File: config.mk
export PLATFORM = sky130hd
export DESIGN_NAME = present_decrypt
export DESIGN_NICKNAME = d
export VERILOG_FILES = /design/src/rtl/present_pkg.sv /design/src/rtl/present_inv_round.sv /design/src/rtl/present_decrypt.sv
export SDC_FILE = /design/constraint.sdc
export NUM_CORES = 1
export LEC_CHECK = 0
export CORE_MARGIN = 2
export CORE_UTILIZATION = 43
export DETAILED_ROUTE_END_ITERATION = 16
export RECOVER_POWER = 50
export SYNTH_ARGS = -nofsm -noshare
export SYNTH_HDL_FRONTEND = slang
export SYNTH_SLANG_ARGS = --single-unit
File: constraint.sdc
create_clock -name clk -period 6.6 [get_ports clk]
set_input_delay 1.32 -clock clk [delete_from_list [all_inputs] [get_ports clk]]
set_output_delay 1.32 -clock clk [all_outputs]
set_load 0.1 [all_outputs]
File: src/rtl/present_pkg.sv
// Shared PRESENT-80 primitives: S-boxes, bit permutations and key-schedule steps
// used by both the encryption and decryption cores.
package present_pkg;

  localparam int KEY_W = 80;
  localparam int BLK_W = 64;
  localparam int RC_W  = 5;

  typedef enum logic [1:0] {
    S_IDLE,
    S_KEYEXP,
    S_DEC,
    S_FIN
  } state_e;

  localparam logic [3:0] SBOX [16] = '{
    4'hC, 4'h5, 4'h6, 4'hB, 4'h9, 4'h0, 4'hA, 4'hD,
    4'h3, 4'hE, 4'hF, 4'h8, 4'h4, 4'h7, 4'h1, 4'h2
  };

  localparam logic [3:0] INV_SBOX [16] = '{
    4'h5, 4'hE, 4'hF, 4'h8, 4'hC, 4'h1, 4'h2, 4'hD,
    4'hB, 4'h4, 4'h6, 4'h3, 4'h0, 4'h7, 4'h9, 4'hA
  };

  function automatic logic [BLK_W-1:0] sbox_layer(input logic [BLK_W-1:0] s);
    logic [BLK_W-1:0] r;
    r = '0;
    for (int i = 0; i < BLK_W / 4; i++) r[4*i +: 4] = SBOX[s[4*i +: 4]];
    return r;
  endfunction

  function automatic logic [BLK_W-1:0] inv_sbox_layer(input logic [BLK_W-1:0] s);
    logic [BLK_W-1:0] r;
    r = '0;
    for (int i = 0; i < BLK_W / 4; i++) r[4*i +: 4] = INV_SBOX[s[4*i +: 4]];
    return r;
  endfunction

  // Bit i moves to 16*i mod 63; bit 63 stays in place.
  function automatic logic [BLK_W-1:0] p_layer(input logic [BLK_W-1:0] s);
    logic [BLK_W-1:0] r;
    r = '0;
    for (int i = 0; i < BLK_W - 1; i++) r[(16 * i) % 63] = s[i];
    r[BLK_W-1] = s[BLK_W-1];
    return r;
  endfunction

  function automatic logic [BLK_W-1:0] inv_p_layer(input logic [BLK_W-1:0] s);
    logic [BLK_W-1:0] r;
    r = '0;
    for (int i = 0; i < BLK_W - 1; i++) r[i] = s[(16 * i) % 63];
    r[BLK_W-1] = s[BLK_W-1];
    return r;
  endfunction

  function automatic logic [KEY_W-1:0] key_update_fwd(input logic [KEY_W-1:0] k,
                                                      input logic [RC_W-1:0]  rc);
    logic [KEY_W-1:0] t;
    t          = {k[18:0], k[79:19]};
    t[79:76]   = SBOX[t[79:76]];
    t[19:15]   = t[19:15] ^ rc;
    return t;
  endfunction

  // Exact inverse of key_update_fwd: undo the counter XOR, the S-box, then rotate back.
  function automatic logic [KEY_W-1:0] key_update_inv(input logic [KEY_W-1:0] k,
                                                      input logic [RC_W-1:0]  rc);
    logic [KEY_W-1:0] t;
    t          = k;
    t[19:15]   = t[19:15] ^ rc;
    t[79:76]   = INV_SBOX[t[79:76]];
    return {t[60:0], t[79:61]};
  endfunction

endpackage

File: src/rtl/present_inv_round.sv
// One combinational PRESENT inverse round: add round key, inverse permutation, inverse S-box.
module present_inv_round
  import present_pkg::*;
(
  input  logic [BLK_W-1:0] state,
  input  logic [BLK_W-1:0] rkey,
  output logic [BLK_W-1:0] nxt
);

  assign nxt = inv_sbox_layer(inv_p_layer(state ^ rkey));

endmodule

File: src/rtl/present_decrypt.sv
// Iterative PRESENT-80 decryption: expands the key forward to K32, then runs the
// rounds backwards one per clock, optionally caching K32 for the last master key.
module present_decrypt
  import present_pkg::*;
#(
  parameter bit KEY_CACHE = 1'b1,
  parameter int ROUNDS    = 31
) (
  input  logic             clk,
  input  logic             rst,
  input  logic             start,
  input  logic [KEY_W-1:0] mkey,
  input  logic [BLK_W-1:0] ciphertext,
  output logic [BLK_W-1:0] plaintext,
  output logic             busy,
  output logic             done,
  output logic             cache_hit
);

  localparam logic [RC_W-1:0] RC_LAST = RC_W'(ROUNDS);

  state_e           fsm, fsm_nxt;
  logic [BLK_W-1:0] blk, blk_nxt;
  logic [KEY_W-1:0] key, key_fwd_nxt, key_inv_nxt;
  logic [RC_W-1:0]  rc;
  logic             cache_valid;
  logic [KEY_W-1:0] mkey_lat, mkey_cache, k32_cache;
  logic             hit;

  assign hit         = KEY_CACHE && cache_valid && (mkey == mkey_cache);
  assign key_fwd_nxt = key_update_fwd(key, rc);
  assign key_inv_nxt = key_update_inv(key, rc);

  present_inv_round u_inv_round (
    .state (blk),
    .rkey  (key[KEY_W-1 -: BLK_W]),
    .nxt   (blk_nxt)
  );

  // NOTE: sequential state uses non-blocking assignments so every register samples
  // pre-edge values; blocking here would create order-dependent simulation.
  always_ff @(posedge clk or negedge rst) begin
    if (!rst) fsm <= S_IDLE;
    else      fsm <= fsm_nxt;
  end

  // NOTE: fsm_nxt is defaulted before the case so no path leaves it unassigned,
  // which would otherwise infer a latch.
  always_comb begin
    fsm_nxt = fsm;
    case (fsm)
      S_IDLE:   if (start) fsm_nxt = hit ? S_DEC : S_KEYEXP;
      S_KEYEXP: if (rc == RC_LAST) fsm_nxt = S_DEC;
      S_DEC:    if (rc == RC_W'(1)) fsm_nxt = S_FIN;
      S_FIN:    fsm_nxt = S_IDLE;
      default:  fsm_nxt = S_IDLE;
    endcase
  end

  // NOTE: the K32 cache is a plain register set, so it is cleared on reset along
  // with everything else; cache_valid alone would suffice but this keeps state clean.
  always_ff @(posedge clk or negedge rst) begin
    if (!rst) begin
      blk         <= '0;
      key         <= '0;
      rc          <= '0;
      plaintext   <= '0;
      busy        <= 1'b0;
      done        <= 1'b0;
      cache_hit   <= 1'b0;
      cache_valid <= 1'b0;
      mkey_lat    <= '0;
      mkey_cache  <= '0;
      k32_cache   <= '0;
    end else begin
      done <= 1'b0;
      case (fsm)
        S_IDLE: begin
          if (start) begin
            blk      <= ciphertext;
            busy     <= 1'b1;
            mkey_lat <= mkey;
            if (hit) begin
              key       <= k32_cache;
              rc        <= RC_LAST;
              cache_hit <= 1'b1;
            end else begin
              key       <= mkey;
              rc        <= RC_W'(1);
              cache_hit <= 1'b0;
            end
          end
        end
        S_KEYEXP: begin
          key <= key_fwd_nxt;
          if (rc == RC_LAST) begin
            if (KEY_CACHE) begin
              k32_cache   <= key_fwd_nxt;
              mkey_cache  <= mkey_lat;
              cache_valid <= 1'b1;
            end
          end else begin
            rc <= rc + RC_W'(1);
          end
        end
        S_DEC: begin
          blk <= blk_nxt;
          key <= key_inv_nxt;
          // rc parks at 1 after the last inverse round rather than reaching 0
          if (rc != RC_W'(1)) rc <= rc - RC_W'(1);
        end
        S_FIN: begin
          plaintext <= blk ^ key[KEY_W-1 -: BLK_W];
          done      <= 1'b1;
          busy      <= 1'b0;
        end
        default: ;
      endcase
    end
  end

endmodule

======== Word-level counts from Yosys, hierarchy flattened ========
Memory sizes are Yosys's and may differ from the RTL's.
Cells that the tools add are included.
word-level totals
  memories kept ........................... 18
  register bits after elaboration ......... 459
  input bits .............................. 147
  word-level logic and storage cells ...... 150
  memory bits (read-only) ................. 1152
memories
  name              words  width  rd ports  clocked after memory_dff  wr ports  RTL line           text
  (no name shown)   16     4      1         0                         0         present_pkg.sv:36  for (int i = 0; i < BLK_W / 4; i++) r[4*i +: 4] = INV_SBOX[s[4*i +: 4]];
  (no name shown)   16     4      1         0                         0         present_pkg.sv:36
  (no name shown)   16     4      1         0                         0         present_pkg.sv:36
  (no name shown)   16     4      1         0                         0         present_pkg.sv:36
  (no name shown)   16     4      1         0                         0         present_pkg.sv:36
  (no name shown)   16     4      1         0                         0         present_pkg.sv:36
  12 more memories  n/a    n/a    n/a       n/a                       n/a       n/a
cells by class
  add/sub/neg operators ................... 2
  reduce and logical (&&, ||, !) cells .... 12
  bitwise gates (word level) .............. 21
  $lt $le $gt $ge ......................... 18
  equal/unequal tests ..................... 12
  mux-type cells .......................... 55
operators with widths
  operator                                                                 number
  80-bit one-hot mux with 3 select lines                                   1
  80-bit two-way mux                                                       2
  4-bit two-way mux                                                        36
  64-bit one-hot mux with 2 select lines                                   1
  5-bit >= comparator, second input constant                               18
  4-bit inverter with 5-bit output                                         18
  80-bit == test                                                           1
  64-bit two-way mux                                                       1
  64-bit bitwise XOR                                                       1
  5-bit two-way mux                                                        4
  5-bit one-hot mux with 3 select lines                                    1
  2-bit inequality test, second input constant                             5
  2-bit AND reduction                                                      5
  5-bit bitwise XOR                                                        2
  2-bit two-way mux                                                        4
  2-bit one-hot mux with 4 select lines                                    1
  5-bit by 1-bit adder with 5-bit output, second input constant            1
  5-bit by 1-bit == test with 1-bit output, second input constant          1
  5-bit == test, second input constant                                     1
  5-bit by 1-bit inequality test with 1-bit output, second input constant  1
  5-bit by 1-bit subtractor with 5-bit output, second input constant       1
  2-bit == test, second input constant                                     2
  4-bit AND reduction                                                      1
  2-bit nonzero test                                                       2
  other kinds (7)                                                          9

======== Logic depth before layout (Yosys ltp) ========
Gate-level depths: netlist of the first run.
  depth after elaboration ................. 6
  gate-level depth with buffers ........... 10
  gate-level depth less buffers ........... 9

======== Hierarchy ========
From an unflattened synthesis of the first run, not the netlist that was laid out.
unflattened totals
  cell total of the unflattened synthesis .. 2734
  area total of the unflattened synthesis .. 26013.7 um^2
modules (own cells, without submodules)
  module             instances  area each (um^2)  cells an instance  sequential area each (um^2)
  present_decrypt    1          22796.9           2306               11486.0
  present_inv_round  1          3216.8            428                0.0

======== Worst setup path after synthesis of the first run ========
Ideal clock, no wire load.
  path type ............................... input-to-reg
  start ................................... in mkey[47]
  end ..................................... reg key[16]
  slack ................................... 3.120 ns
  library setup time ...................... 0.138 ns
  path buffers ............................ 2
  arrival ................................. 3.342 ns
  cell stages on the path ................. 8
  cell sequence ........................... nor2b_1 a2111o_1 or4_1 or4_1 buf_2 buf_2 o211ai_1 o211ai_1
between the ends
  word-level cells in the longest chain between the ends .. 5
ends and longest elaborated chain
  element                                 RTL line               text
  start: declaration                      present_decrypt.sv:12  input logic [KEY_W-1:0] mkey,
  80-bit == test                          present_decrypt.sv:30  assign hit = KEY_CACHE && cache_valid && (mkey == mkey_cache);
  1-bit logical AND                       present_decrypt.sv:30
  80-bit two-way mux                      present_decrypt.sv:83  if (hit) begin
  80-bit two-way mux                      present_decrypt.sv:79  if (start) begin
  80-bit one-hot mux with 3 select lines  present_decrypt.sv:77  case (fsm)
  end signal: assignment                  present_decrypt.sv:84  key <= k32_cache;
  end signal: assignment                  present_decrypt.sv:88  key <= mkey;
  end signal: assignment                  present_decrypt.sv:95  key <= key_fwd_nxt;
  end: declaration                        present_decrypt.sv:24  logic [KEY_W-1:0] key, key_fwd_nxt, key_inv_nxt;
No other way between the ends. The select of a mux whose other input is x is not followed.
A chain may end at the register's enable or synchronous reset.

======== Worst setup path after layout of the first run ========
  start ................................... reg fsm[1]
  end ..................................... reg plaintext[59]
between the ends
  word-level cells in the longest chain between the ends .. 1
ends and longest elaborated chain
  element                   RTL line                text
  start: declaration        present_decrypt.sv:22   state_e fsm, fsm_nxt;
  start signal: assignment  present_decrypt.sv:44   else fsm <= fsm_nxt;
  2-bit == test             present_decrypt.sv:77
  end signal: assignment    present_decrypt.sv:113  plaintext <= blk ^ key[KEY_W-1 -: BLK_W];
  end: declaration          present_decrypt.sv:14   output logic [BLK_W-1:0] plaintext,
No other way between the ends.

==> impl_metrics.env, run 1 <==
export IMPL_status="complete, but fails checks"
export IMPL_failed_checks="capacitance limit, slew limit"
export IMPL_firstDrtPassIters=7
export IMPL_die_w_um=249.8
export IMPL_cts_setup_buffers=0
export IMPL_drv_cap=4
export IMPL_min_path_type="flip-flop to flip-flop"
export IMPL_synthTopCellsByArea="dfrtp_1, mux2_2, ha_1, nand2_1, a21oi_1"
export IMPL_grt_pass1_wl_mm=133.2
export IMPL_finalCritPeriodShare_pct=74.68
export IMPL_slowest_stage="clkbuf_1"
export IMPL_ctsResizeCount=0
export IMPL_start_util_pct=43.27
export IMPL_gp_congestion=0.9187
export IMPL_synth_seq_area_share_pct=44.23
export IMPL_hp_start="cache_valid$_DFFE_PN0P_"
export IMPL_grt_antenna_before_repair=1
export IMPL_cts_hold_buffers=0
export IMPL_io_buffers=213
export IMPL_core_area_mm2=0.06002
export IMPL_grt_pass1_vias=20890
export IMPL_io_pins=214
export IMPL_cts_made_buffers=52
export IMPL_crit_buf_inv=1
export IMPL_use_met3_pct=4.610
export IMPL_grt_busiest_layer="met2"
export IMPL_drt_iter0_markers=2127
export IMPL_cts_sinks=459
export IMPL_fmax_mhz=202.9
export IMPL_cts_tree="done"
export IMPL_synth_seq_cells=459
export IMPL_routed_wirelength_mm=88.44
export IMPL_ys_async_sr_fraction_pct=100.0
export IMPL_synth_most_common_cell="dfrtp_1"
export IMPL_avgSynthCellArea_um2=9.587
export IMPL_dp_hpwl_mm=61.36
export IMPL_die_h_um=249.8
export IMPL_r2r_start="fsm[1]$_DFFE_PN0P_"
export IMPL_critPathLaunchType="flip-flop"
export IMPL_nNetsFinal=3027
export IMPL_tns_ps=0
export IMPL_grt_usage_pct=27.93
export IMPL_vias=21660
export IMPL_yosys_warnings=0
export IMPL_rows=90
export IMPL_synth_main_ff_cell="dfrtp_1"
export IMPL_crit_chain="ha_1 -> clkbuf_1 -> mux2_2"
export IMPL_finalSetupViolations=0
export IMPL_syn_num_nets=2971
export IMPL_r2r_end="plaintext[59]$_DFFE_PN0P_"
export IMPL_crit_path_end_kind="flip-flop"
export IMPL_synth_edf_count=0
export IMPL_met1_usage_pct=39.91
export IMPL_detail_route_drc_violations=0
export IMPL_syn_area_mm2=0.02597
export IMPL_die_area_mm2=0.06238
export IMPL_critPathKind="flip-flop to flip-flop"
export IMPL_rsz0062_at_grt="no"
export IMPL_critPathRequiredTime_ps=7130
export IMPL_critPathArrivalTime_ps=5450
export IMPL_fin_crit_ps=4929
export IMPL_ant_nets=0
export IMPL_tightest_slew_ps=4305
export IMPL_htreeDepth=2
export IMPL_via_per_inst=6.036
export IMPL_min_delay_path_depth=1
export IMPL_grt_max_degree=148
export IMPL_grt_util_met2_pct=42.87
export IMPL_root_buffer="clkbuf_16"
export IMPL_diodes=0
export IMPL_synth_top_cells_by_count="dfrtp_1, nand2_1, a21oi_1"
export IMPL_synth_top_area_cell="dfrtp_1"
export IMPL_worstSkewPairLatency_ps=620
export IMPL_area_growth_pct=16.16
export IMPL_wl_per_cell_um=24.65
export IMPL_clock_path_buffers=3
export IMPL_synth_top_area_share_pct=44.23
export IMPL_hold_viol_final=0
export IMPL_r2r_slack_ps=1670
export IMPL_critPathMaxStageDelay_ps=3070
export IMPL_grt_overflow=0
export IMPL_crit_fanout=104
export IMPL_slew_violations=340
export IMPL_synth_cell_type_count=58
export IMPL_holdPathEnd="cache_valid$_DFFE_PN0P_"
export IMPL_synthCells=2709
export IMPL_cpLargestDelayFamily="buffers and inverters"
export IMPL_skew_ps=18.05
export IMPL_clkTransAtPathRegs_ps=60
export IMPL_slew_headroom_pct=-187.0
export IMPL_drive_above_1_share_pct=10.51
export IMPL_r2r_cells=3
==> layout make-up <==
cell class	count	area, µm²
repair buffers	239	2356
well taps	782	978.4
clock inverters	9	77.57
flip-flops and latches	459	11490
clock buffers	86	1610
multi-input cells	1927	13340
fillers	5481	29850
inverters	86	322.8
==> layout by cell type, fill, tap and decap left out, types with 31 or more instances in the layout <==
master	synthesis	routed
a211o_1	60	60
nor2_1	123	123
a22oi_1	69	69
mux2i_1	35	35
o211ai_1	31	31
ha_1	115	112
inv_1	86	86
a21oi_1	253	251
clkdlybuf4s50_1	0	212
nand2_1	382	379
o21ai_0	132	132
xnor2_1	77	77
a211oi_1	154	154
nor3_1	70	70
dfrtp_1	459	459
xor2_1	86	86
mux2_2	154	154
clkbuf_16	0	53
==> per-stage QoR <==
stage | hold WS, ps | worst slack [ps] | instances | utilization (%) | area, µm²
2_1_floorplan | 434.9 | 3120 | 2709 | - | 25970
3_3_place_gp | 453.0 | 1846 | 3493 | 47.52 | 28520
3_5_place_dp | 454.8 | 1813 | 3493 | 47.52 | 28520
4_1_cts | 467.9 | 2456 | 3588 | 50.33 | 30210
5_1_grt | 487.3 | 1145 | 3588 | 50.26 | 30170
6_report | 465.1 | 1671 | 3588 | 50.26 | 30170
==> flip-flops by register name, indices dropped and copies added (netlist names) <==
register     cells
k32_cache       80
key             80
mkey_cache      80
mkey_lat        80
blk             64
plaintext       64
rc               5
fsm              2
busy             1
cache_hit        1
cache_valid      1
done             1
==> worst max-delay path by stage <==
| stage | from | to | slack [ps] | depth (start not counted) |
|---|---|---|---|---|
| after floorplan | mkey[47] | key[16]$_DFFE_PN0P_ | 3120 | 8 |
| after detailed placement | mkey[54] | key[69]$_DFFE_PN0P_ | 1810 | 9 |
| after global placement | mkey[54] | key[8]$_DFFE_PN0P_ | 1850 | 9 |
| final | fsm[1]$_DFFE_PN0P_ | plaintext[59]$_DFFE_PN0P_ | 1670 | 3 |
| after CTS | mkey[54] | key[69]$_DFFE_PN0P_ | 2460 | 9 |
| after global routing | fsm[1]$_DFFE_PN0P_ | plaintext[50]$_DFFE_PN0P_ | 1150 | 4 |
==> logic make-up after synthesis <==
logic type                 Yosys count  synth area share [%]
AOI/OAI and AO/OA                  781                 19.31
and+or+nand+nor                    655                 10.59
DFF                                459                 44.23
buffers and inverters              323                 4.721
muxes                              213                 10.11
xor gates and xnor gates           163                 5.497
adders and majority gates          115                 5.540
==> metal layers <==
metal	up-vias	share of wire, %
li1	9691	-
met1	10890	44
met2	936	45
met3	142	7.7
met4	2	3.4
met5	-	0.015
Power of run 1 is not shown: default switching activity piles up to over one toggle a cycle in this logic, so the estimate is an artifact.
==> run 2: changes to the inputs <==
- clock period: 6.6 -> 4.2 ns (I/O delays scaled with it)
==> run 2 against run 1 <==
  * The flow still finishes with violations (capacitance limit, slew limit)
  * Utilization rose by 0.89 points
  * Cell count is 1.0% higher
  * Sequential cell count unchanged
  * Non-clock buffer count is 34 higher
  * Wire length shrank 1.9%
  * Register-to-register slack got worse by 750 ps
  * Critical path depth is 5 higher
  * Clock skew increased by 30 ps
  * First-iteration DRC count down 7.5%
  * Highest routed layer unchanged
==> impl_metrics.env, run 2 (synthesis results as in run 1) <==
export IMPL_via_per_inst=6.004
export IMPL_finalWorstSetupSlack_ps=825.4
export IMPL_drv_cap=2
export IMPL_multi_input_area_mm2=0.01334
export IMPL_finalCritPeriodShare_pct=80.35
export IMPL_die_h_um=249.8
export IMPL_layout_common_cells="dfrtp_1, nand2_1, a21oi_1"
export IMPL_pre_cts_slack_ps=209.3
export IMPL_grt_antenna_before_repair=2
export IMPL_start_util_pct=43.27
export IMPL_firstDrtPassIters=5
export IMPL_crit_fanout=73
export IMPL_worstSkewPairLatency_ps=630
export IMPL_area_growth_pct=18.21
export IMPL_io_buffers=213
export IMPL_wl_met1_mm=37.95
export IMPL_fillers=5531
export IMPL_slew_violations=152
export IMPL_hold_ws_ps=467.1
export IMPL_cts_tree="done"
export IMPL_cts_sinks=459
export IMPL_vias=21770
export IMPL_grt_pass1_wl_mm=132.2
export IMPL_route_met3_wl_mm=6.456
export IMPL_nNetsFinal=3061
export IMPL_critPathKind="input pin to flip-flop"
export IMPL_grt_pass1_vias=20970
export IMPL_critPathMaxStageDelay_ps=730
export IMPL_critPathLaunchType="input pin"
export IMPL_min_path_type="flip-flop to flip-flop"
export IMPL_tns_ps=0
export IMPL_gp_congestion=0.9112
export IMPL_wl_met2_mm=38.54
export IMPL_fmax_mhz=296.3
export IMPL_tightest_slew_ps=2499
export IMPL_grt_max_degree=129
export IMPL_failed_checks="capacitance limit, slew limit"
export IMPL_critPathRequiredTime_ps=4660
export IMPL_clock_path_buffers=3
export IMPL_finalSetupViolations=0
export IMPL_grt_overflow=0
export IMPL_cts_setup_buffers=0
export IMPL_diodes=0
export IMPL_final_common_cell="dfrtp_1"
export IMPL_io_pins=214
export IMPL_htreeDepth=2
export IMPL_ctsResizeCount=0
export IMPL_slew_headroom_pct=-66.59
export IMPL_drive_above_1_share_pct=11.82
export IMPL_wl_per_cell_um=23.94
export IMPL_die_area_mm2=0.06238
export IMPL_slowest_stage="or4_2"
export IMPL_crit_chain="clkdlybuf4s50_1 -> nor2b_1 -> a2111oi_0 -> nand4_1 -> or4_2 -> buf_12 -> nor3_1 -> a211oi_1"
export IMPL_dp_hpwl_mm=61.29
export IMPL_cts_made_buffers=52
export IMPL_drt_iter0_markers=1967
export IMPL_rsz0062_at_grt="no"
export IMPL_die_w_um=249.8
export IMPL_crit_path_end_kind="flip-flop"
export IMPL_critPathArrivalTime_ps=3830
export IMPL_root_buffer="clkbuf_16"
export IMPL_hold_viol_final=0
export IMPL_detail_route_drc_violations=0
export IMPL_cts_hold_buffers=0
export IMPL_status="complete, but fails checks"
export IMPL_routed_wirelength_mm=86.79
export IMPL_clkTransAtPathRegs_ps=60
export IMPL_skew_ps=48.47
export IMPL_core_area_mm2=0.06002
export IMPL_grt_usage_pct=27.51
export IMPL_fin_crit_ps=3375
export IMPL_ant_nets=0
export IMPL_sequential_cell_area_mm2=0.01149
export IMPL_rows=90
export IMPL_routed_top_layer="met5"
-- run 2: cell type report --
type	count	share of cell area, %
Multi-Input combinational cell	1927	43.44
Sequential cell	459	37.41
Timing Repair Buffer	273	9.105
Clock buffer	82	5.095
Tap cell	782	3.187
Inverter	86	1.052
Clock inverter	16	0.7092
-- run 2: path summary, 6_finish.rpt --
| check | end | slack [ps] | from | cells past startpoint |
|---|---|---|---|---|
| max | key[45]$_DFFE_PN0P_ | 830 | mkey[39] | 8 |
| min | mkey_lat[37]$_DFFE_PN0P_ | 470 | mkey_lat[37]$_DFFE_PN0P_ | 2 |
| max reg2reg | plaintext[33]$_DFFE_PN0P_ | 920 | fsm[0]$_DFFE_PN0P_ | 4 |
| min reg2reg | mkey_lat[37]$_DFFE_PN0P_ | 470 | mkey_lat[37]$_DFFE_PN0P_ | 2 |
| max in group asynchronous | mkey_cache[60]$_DFFE_PN0P_ | 940 | rst | 2 |
| min in group asynchronous | plaintext[43]$_DFFE_PN0P_ | 960 | rst | 1 |
-- run 2: metrics by stage --
step                instance area, µm²  util (%)  instances
global placement                 28960     48.25       3527
floorplan                        25970         -       2709
detailed placement               28960     48.25       3527
finish                           30700     51.15       3625
CTS                              30740     51.22       3625
global route                     30700     51.15       3625
-- run 2: routing by layer --
metal / global-route usage (%) / vias to the layer above
met5: 0 / -
met4: 11.76 / 2
met3: 4.245 / 175
met2: 41.32 / 926
met1: 39.48 / 10900
li1: - / 9766
-- run 2: worst max-delay path: cells and delay by family --
kind	cells	cell delay [ps]
buffers and inverters	2	800
AOI/OAI and AO/OA	2	740
and+or+nand+nor	4	1400
Power of run 2 is left out for the same reason.
